### config.mk
export PLATFORM = sky130hd
export DESIGN_NAME = vidpix_reader_flat
export DESIGN_NICKNAME = d
export VERILOG_FILES = /design/src/rtl/vidpix_pkg.sv /design/src/rtl/vidpix_reader_if.sv /design/src/rtl/vidpix_unpack.sv /design/src/rtl/vidpix_reader.sv /design/src/flat_wrapper.sv
export SDC_FILE = /design/constraint.sdc
export NUM_CORES = 1
export LEC_CHECK = 0
export CAP_MARGIN = 10
export CORE_AREA = 2 2 108 100
export DETAILED_ROUTE_END_ITERATION = 8
export DIE_AREA = 0 0 110 102
export HOLD_SLACK_MARGIN = 0.15
export MAX_ROUTING_LAYER = met4
export PLACE_DENSITY = 0.76
export SKIP_LAST_GASP = 1
export SLEW_MARGIN = 30
export SYNTH_ARGS = -nofsm -noshare
export SYNTH_HDL_FRONTEND = slang
export SYNTH_SLANG_ARGS = --single-unit
### constraint.sdc
create_clock -name CLK -period 2.6 [get_ports CLK]
set_input_delay 0.26 -clock CLK [delete_from_list [all_inputs] [get_ports CLK]]
set_output_delay 0.26 -clock CLK [all_outputs]
set_load 0.005 [all_outputs]
### src/rtl/vidpix_pkg.sv
// Shared constants, FSM encoding, SRAM address function and nibble layout for
// the video SRAM pixel reader (shared with the draw FSM).
package vidpix_pkg;

    localparam int unsigned RES_HOR            = 640;
    localparam int unsigned RES_VER            = 480;
    localparam int unsigned WORDS_PER_LINE     = 160;
    localparam int unsigned PIX_PER_WORD       = 4;
    localparam int unsigned VIDRAM_UPPER_LIMIT = 76800;

    localparam int unsigned COLOR_W   = 3;
    localparam int unsigned SPARE_BIT = 3;

    typedef enum logic [4:0] {
        IDLE      = 5'b00001,
        WAIT_BUS  = 5'b00010,
        SET_ADDR  = 5'b00100,
        READ_WORD = 5'b01000,
        EMIT      = 5'b10000
    } state_e;

    // y*160 built from shifts so it maps onto adders only.
    function automatic logic [17:0] vidpix_addr(input logic [9:0] x, input logic [9:0] y);
        logic [17:0] y18;
        y18 = {8'b0, y};
        return (y18 << 7) + (y18 << 5) + {10'b0, x[9:2]};
    endfunction

    function automatic logic [3:0] nibble_lsb(input logic [1:0] pos);
        return {pos, 2'b00};
    endfunction

endpackage

### src/rtl/vidpix_reader_if.sv
// Span request and pixel stream handshakes of the video SRAM pixel reader.
interface vidpix_reader_if;

    logic       req_valid;
    logic       req_ready;
    logic [9:0] req_x;
    logic [9:0] req_y;
    logic [9:0] req_len;
    logic       pix_valid;
    logic       pix_ready;
    logic [2:0] pix_color;
    logic       pix_last;

    modport master (
        output req_valid, req_x, req_y, req_len, pix_ready,
        input  req_ready, pix_valid, pix_color, pix_last
    );

    modport slave (
        input  req_valid, req_x, req_y, req_len, pix_ready,
        output req_ready, pix_valid, pix_color, pix_last
    );

endinterface

### src/rtl/vidpix_unpack.sv
// Combinational extraction of one 3-bit colour (and, with VIDPIX_NIBBLE_CHECK_EN,
// its spare bit) from a packed 16-bit video word.
module vidpix_unpack
    import vidpix_pkg::*;
(
    input  logic [15:0]        word_i,
    input  logic [1:0]         pos_i,
    output logic [COLOR_W-1:0] color_o
`ifdef VIDPIX_NIBBLE_CHECK_EN
    ,
    output logic               spare_o
`endif
);

    always_comb begin
        color_o = word_i[nibble_lsb(pos_i) +: COLOR_W];
`ifdef VIDPIX_NIBBLE_CHECK_EN
        spare_o = word_i[nibble_lsb(pos_i) + 4'(SPARE_BIT)];
`endif
    end

endmodule

### src/rtl/vidpix_reader.sv
// Reads pixel spans from the packed video SRAM inside the VGA bus window and
// streams the colours out. Optional VIDPIX_NIBBLE_CHECK_EN adds o_fmt_err.
module vidpix_reader
    import vidpix_pkg::*;
(
    input  logic           CLK,
    input  logic           RST,
    vidpix_reader_if.slave bus,
    output logic           o_err,
    input  logic           vidram_client_can_write,
    output logic           o_vidram_rd,
    output logic [17:0]    o_vidram_addr,
    input  logic [15:0]    vidram_data_out
`ifdef VIDPIX_NIBBLE_CHECK_EN
    ,
    output logic           o_fmt_err
`endif
);

    state_e      state_q;
    logic        req_ready_q;
    logic        pix_valid_q;
    logic        pix_last_q;
    logic [2:0]  pix_color_q;
    logic        err_q;
    logic        rd_q;
    logic [17:0] rd_addr_q;
    logic [17:0] word_addr_q;
    logic [9:0]  count_q;
    logic [1:0]  pos_q;
    logic [15:0] word_q;

    logic        req_bad;
    logic [9:0]  len_eff;
    logic [9:0]  room;
    logic [9:0]  span_len;
    logic [15:0] unpack_word;
    logic [1:0]  unpack_pos;
    logic [2:0]  unpack_color;

    always_comb begin
        req_bad  = (bus.req_x >= 10'(RES_HOR)) || (bus.req_y >= 10'(RES_VER));
        len_eff  = (bus.req_len == '0) ? 10'd1 : bus.req_len;
        room     = 10'(RES_HOR) - bus.req_x;
        span_len = (len_eff < room) ? len_eff : room;
    end

    // The single unpacker serves the fresh SRAM word on the first pixel and the
    // buffered word (next position) for the following ones.
    always_comb begin
        unpack_word = word_q;
        unpack_pos  = pos_q + 2'd1;
        if (state_q == READ_WORD) begin
            unpack_word = vidram_data_out;
            unpack_pos  = pos_q;
        end
    end

`ifdef VIDPIX_NIBBLE_CHECK_EN
    logic unpack_spare;
    logic spare_q;

    vidpix_unpack u_unpack (
        .word_i  (unpack_word),
        .pos_i   (unpack_pos),
        .color_o (unpack_color),
        .spare_o (unpack_spare)
    );

    assign o_fmt_err = pix_valid_q & bus.pix_ready & spare_q;
`else
    vidpix_unpack u_unpack (
        .word_i  (unpack_word),
        .pos_i   (unpack_pos),
        .color_o (unpack_color)
    );
`endif

    always_ff @(posedge CLK) begin
        if (RST) begin
            state_q     <= IDLE;
            req_ready_q <= 1'b1;
            pix_valid_q <= 1'b0;
            pix_last_q  <= 1'b0;
            pix_color_q <= '0;
            err_q       <= 1'b0;
            rd_q        <= 1'b0;
            rd_addr_q   <= '0;
            word_addr_q <= '0;
            count_q     <= '0;
            pos_q       <= '0;
            word_q      <= '0;
`ifdef VIDPIX_NIBBLE_CHECK_EN
            spare_q     <= 1'b0;
`endif
        end else begin
            err_q <= 1'b0;
            unique case (state_q)
                IDLE: begin
                    if (bus.req_valid) begin
                        if (req_bad) begin
                            err_q <= 1'b1;
                        end else begin
                            req_ready_q <= 1'b0;
                            count_q     <= span_len;
                            pos_q       <= bus.req_x[1:0];
                            word_addr_q <= vidpix_addr(bus.req_x, bus.req_y);
                            state_q     <= WAIT_BUS;
                        end
                    end
                end
                WAIT_BUS: begin
                    if (vidram_client_can_write) begin
                        rd_q      <= 1'b1;
                        rd_addr_q <= word_addr_q;
                        state_q   <= SET_ADDR;
                    end
                end
                SET_ADDR: begin
                    if (!vidram_client_can_write) begin
                        rd_q    <= 1'b0;
                        state_q <= WAIT_BUS;
                    end else begin
                        state_q <= READ_WORD;
                    end
                end
                READ_WORD: begin
                    rd_q <= 1'b0;
                    if (!vidram_client_can_write) begin
                        state_q <= WAIT_BUS;
                    end else begin
                        word_q      <= vidram_data_out;
                        pix_valid_q <= 1'b1;
                        pix_color_q <= unpack_color;
                        pix_last_q  <= (count_q == 10'd1);
`ifdef VIDPIX_NIBBLE_CHECK_EN
                        spare_q     <= unpack_spare;
`endif
                        state_q     <= EMIT;
                    end
                end
                EMIT: begin
                    if (bus.pix_ready) begin
                        if (count_q == 10'd1) begin
                            pix_valid_q <= 1'b0;
                            pix_last_q  <= 1'b0;
                            req_ready_q <= 1'b1;
                            state_q     <= IDLE;
                        end else begin
                            count_q <= count_q - 10'd1;
                            pos_q   <= pos_q + 2'd1;
                            if (pos_q == 2'(PIX_PER_WORD - 1)) begin
                                word_addr_q <= word_addr_q + 18'd1;
                                pix_valid_q <= 1'b0;
                                pix_last_q  <= 1'b0;
                                state_q     <= WAIT_BUS;
                            end else begin
                                pix_color_q <= unpack_color;
                                pix_last_q  <= (count_q == 10'd2);
`ifdef VIDPIX_NIBBLE_CHECK_EN
                                spare_q     <= unpack_spare;
`endif
                            end
                        end
                    end
                end
                default: state_q <= IDLE;
            endcase
        end
    end

    assign bus.req_ready = req_ready_q;
    assign bus.pix_valid = pix_valid_q;
    assign bus.pix_color = pix_color_q;
    assign bus.pix_last  = pix_last_q;
    assign o_err         = err_q;
    assign o_vidram_rd   = rd_q;
    assign o_vidram_addr = rd_addr_q;

endmodule
### src/flat_wrapper.sv
// flat-port wrapper written by rule: the top's interface ports become plain ports
module vidpix_reader_flat import vidpix_pkg::*;
  (CLK, RST, o_err, vidram_client_can_write, o_vidram_rd, o_vidram_addr, vidram_data_out, bus_req_valid, bus_req_x, bus_req_y, bus_req_len, bus_pix_ready, bus_req_ready, bus_pix_valid, bus_pix_color, bus_pix_last);
  vidpix_reader_if bus_i ();
  input  logic CLK;
  input  logic RST;
  output logic o_err;
  input  logic vidram_client_can_write;
  output logic o_vidram_rd;
  output logic [17:0] o_vidram_addr;
  input  logic [15:0] vidram_data_out;
  input wire logic [$bits(bus_i.req_valid)-1:0] bus_req_valid;
  input wire logic [$bits(bus_i.req_x)-1:0] bus_req_x;
  input wire logic [$bits(bus_i.req_y)-1:0] bus_req_y;
  input wire logic [$bits(bus_i.req_len)-1:0] bus_req_len;
  input wire logic [$bits(bus_i.pix_ready)-1:0] bus_pix_ready;
  output wire logic [$bits(bus_i.req_ready)-1:0] bus_req_ready;
  output wire logic [$bits(bus_i.pix_valid)-1:0] bus_pix_valid;
  output wire logic [$bits(bus_i.pix_color)-1:0] bus_pix_color;
  output wire logic [$bits(bus_i.pix_last)-1:0] bus_pix_last;
  assign bus_i.req_valid = bus_req_valid;
  assign bus_i.req_x = bus_req_x;
  assign bus_i.req_y = bus_req_y;
  assign bus_i.req_len = bus_req_len;
  assign bus_i.pix_ready = bus_pix_ready;
  assign bus_req_ready = bus_i.req_ready;
  assign bus_pix_valid = bus_i.pix_valid;
  assign bus_pix_color = bus_i.pix_color;
  assign bus_pix_last = bus_i.pix_last;
  vidpix_reader u_core (.CLK(CLK), .RST(RST), .bus(bus_i), .o_err(o_err), .vidram_client_can_write(vidram_client_can_write), .o_vidram_rd(o_vidram_rd), .o_vidram_addr(o_vidram_addr), .vidram_data_out(vidram_data_out));
endmodule
==> flow_summary_export.csv <==
group,metric,value,unit
outcome,run_status,"complete, no violations",
synthesis,synth_enable_flop_cells,0,
critical_path,crit_required,2.84,ns
place,dp.final_hpwl,10400,um
power_and_ir_drop,power.total,3.912,mW
synthesis,ys_warn_count,0,
global_route,global_route.usage.total,26.22,%
clock_network,cts_inserted_buffers,9,
power_and_ir_drop,power_density,604.7,mW/mm^2
timing,transition_time_at_the_pin_with_the_least_slew_margin,0.9424,ns
power_and_ir_drop,peakVddDrop,393.3,uV
global_route,grt_pass1_wl,22770,um
critical_path,path_max_fanout,2,
place,dp.cells,862,
power_and_ir_drop,pwr-share-comb,36.6,%
synthesis,syn_nets,715,
synthesis,synth_most_common_cell,"nand2_1",
power_and_ir_drop,clockPowerShare,27.5,%
synthesis,most_frequently_used_flop_master_after_synthesis,"dfxtp_1",
detailed_routing,vias,5168,
final_layout,insertedDiodeCount,0,
critical_path,start_kind,"input pin",
place,gp_congestion,0.8803,
floorplanning,io_pins,77,
place,dpl-instance-area,0.006082,sq mm
final_layout,fillCellCount,829,
critical_path,cpMaxStageDelayCell,"fa_1",
final_layout,final_net_count,839,
floorplanning,die_height,102,um
synthesis,synth_cells,628,
detailed_routing,drt_first_pass_iters,5,
critical_path,cp.arrival,2.75,ns
detailed_routing,routed_via_density,5.833,
timing,slew_headroom,36.59,%
synthesis,yosys.area.top_type,"dfxtp_1",
clock_network,cts-htree-levels,3,
floorplanning,rows,35,
critical_path,critical_path.n_buffers_inverters,3,
synthesis,synthesis.area_per_instance,7.738,sq um
global_route,initial_antenna_violation_count,0,
timing,period_share,96.42,%
detailed_routing,overall_routed_net_length,13830,um
final_layout,fin_util,64.50,%
timing,setup_tns,0,ns
critical_path,crit_top_cell,"o21ai_0",
final_layout,final_cell_count_no_fill,886,
clock_network,tritoncts_clock_tree,"done",
detailed_routing,routedWlPerCell,15.60,um
power_and_ir_drop,switchingPower,1.318,mW
worst_hold_path,hp-class,"input pin to flip-flop",
final_layout,multi_input_gate_area,0.003221,sq mm
flow_run,drv.max_cap_violation_count,0,
floorplanning,start_util,48.46,%
detailed_routing,drc,0,
final_layout,finalInstanceArea,0.006469,sq mm
global_route,first_global_vias,4974,
synthesis,syn-cell-area,0.004860,sq mm
global_route,overflow_after_grt,0,
floorplanning,core_area,0.01003,sq mm
synthesis,synth.top_cells.by_area,"dfxtp_1, nand2_1, ha_1, a21oi_1, nor2_1",
critical_path,crit_path_cell_trace,"clkdlybuf4s50_1, fa_1, inv_1, fa_2, nor2b_2, o31a_1, buf_4, o21ai_0, nand2b_1, xnor2_1, o21ai_0, a32o_1",
timing,achievable-frequency,398.9,MHz
final_layout,layout-area-overhead-vs-synth,33.11,%
critical_path,critical_path.endpoint_type,"flip-flop",
final_layout,ff_latch_area,0.001461,sq mm
power_and_ir_drop,power.share.switching,33.70,%
synthesis,synth-async-reset-ratio,0,%
place,placement.setup.worst_slack,-0.5550,ns
timing,whs,0.3862,ns
clock_network,clk_tree_root_cell,"clkbuf_8",
synthesis,leading_cell_types_by_count_after_synthesis,"nand2_1, a21oi_1, dfxtp_1, nor2_1, o21ai_0",
power_and_ir_drop,p_leak,2.530,nW
timing,slew_violations,0,
timing,report.final.setup_viol,0,
clock_network,clkTransAtPathRegs,0.07,ns
power_and_ir_drop,sequentialPowerShare,35.9,%
final_layout,post_route_cells_drive_above_1_share,18.49,%
floorplanning,die_width,110,um
synthesis,synth_largest_type_area_fraction,30.07,%
clock_network,clk-insertion-delay-late,0.35,ns
clock_network,cts_sinks,73,
synthesis,post_synth_num_cell_types,71,
timing,rsz0062_at_grt,"true",
timing,timing_hold_violations_final,0,
synthesis,register_area_share_after_synthesis,30.07,%
critical_path,critical_path.top_delay_family,"adder cells",
power_and_ir_drop,cell_internal_pwr,2.593,mW
detailed_routing,first_iter_violations,268,
timing,worst_clock_skew_on_the_final_layout,0.009361,ns
critical_path,crit_type,"input pin to flip-flop",
floorplanning,die_area,0.01122,sq mm
clock_network,cts-root-to-sink-buffers,2,
timing,final.setup.worst_slack,0.09313,ns
global_route,grt_start_max_net_pins,41,
place,numPortBuffers,72,
timing,shortest_period_the_worst_path_allows,2.507,ns
critical_path,worst_path_largest_cell_delay,0.55,ns
synthesis,count_of_state_elements_after_synthesis,73,
detailed_routing,post_drt_antenna_nets,0,
clock_network,hold_buffers,0,
per-layer routing:
metal | vias up | GRT usage, % | part of all wire (%)
met5 | - | - | 0
met4 | 0 | 7.400 | 2.2
met3 | 28 | 6.314 | 5.5
met2 | 170 | 44.88 | 52
met1 | 2472 | 30.54 | 41
li1 | 2498 | - | -
placed cells by master (no fill, tap or decap), types with 5 or more instances in the layout:
cell,n
nor2_1,50
ha_1,33
nor3_1,17
and2_1,5
buf_4,75
nand2_1,120
xor2_1,9
dlymetal6s2s_1,5
a31oi_1,12
mux2i_1,7
and3_1,5
o21ai_1,5
clkbuf_8,10
a21oi_1,74
mux4_2,6
xnor2_1,6
nor3_2,5
clkdlybuf4s50_1,64
o21ai_0,32
o31ai_1,5
nor4_1,5
dfxtp_1,73
nand3_1,14
inv_1,15
o211ai_1,5
power groups by stage:
stage          clock network, mW  registers, mW  logic, mW
2_1_floorplan                  0           1.37      0.931
3_3_place_gp                   0           1.42       1.33
3_5_place_dp                   0           1.42       1.36
4_1_cts                     1.09           1.40       1.39
5_1_grt                     1.14           1.42       1.59
6_report                    1.08           1.40       1.43
repair_timing:
item,CTS,global route
gates resized for setup,10,21
setup endpoints to repair,9,15
setup buffers,6,1
pin swaps,4,16
gates cloned,0,1
cell families (layout without fill, tap and decap cells):
family	after synthesis	after routing	share of synthesized area, %
mux	13	13	4.223
compound gates	175	175	22.45
simple gates	259	259	25.05
buf+inv	53	182	5.201
flops	73	73	30.07
fa+ha+maj	36	36	9.578
xor+xnor	19	19	3.424
flip-flops by register name (all words and copies together) (netlist names):
register	cells
u_core.o_err	1
u_core.bus.pix_valid	1
u_core.word_addr_q	18
u_core.count_q	10
u_core.bus.req_ready	1
u_core.o_vidram_addr	18
u_core.state_q	5
u_core.word_q	12
u_core.pos_q	2
u_core.o_vidram_rd	1
u_core.bus.pix_last	1
u_core.bus.pix_color	3
layout make-up:
class	instances	area share, %
Timing Repair Buffer	150	20.43
Clock inverter	5	1.586
Multi-Input combinational cell	502	49.79
Sequential cell	73	22.59
Inverter	16	0.9284
Tap cell	129	2.495
Clock buffer	11	2.186
final timing paths:
| kind | startpoint | endpoint | slack [ns] | cells past startpoint |
|---|---|---|---|---|
| worst max-delay path | bus_req_y[0] | u_core.word_addr_q[12] | 0.09 | 12 |
| worst min register to register | u_core.o_vidram_addr[15] | u_core.o_vidram_addr[15] | 0.46 | 2 |
| worst max register to register | u_core.state_q[2] | u_core.count_q[9] | 0.39 | 8 |
| worst min-delay path | bus_req_x[0] | u_core.pos_q[0] | 0.39 | 4 |
worst min-delay path, stage by stage:
cell      delay (ns)
clkbuf_2        0.13
buf_4           0.15
nand2_1         0.05
a311oi_1        0.08
Note: power is estimated with default switching activity, not from simulation.
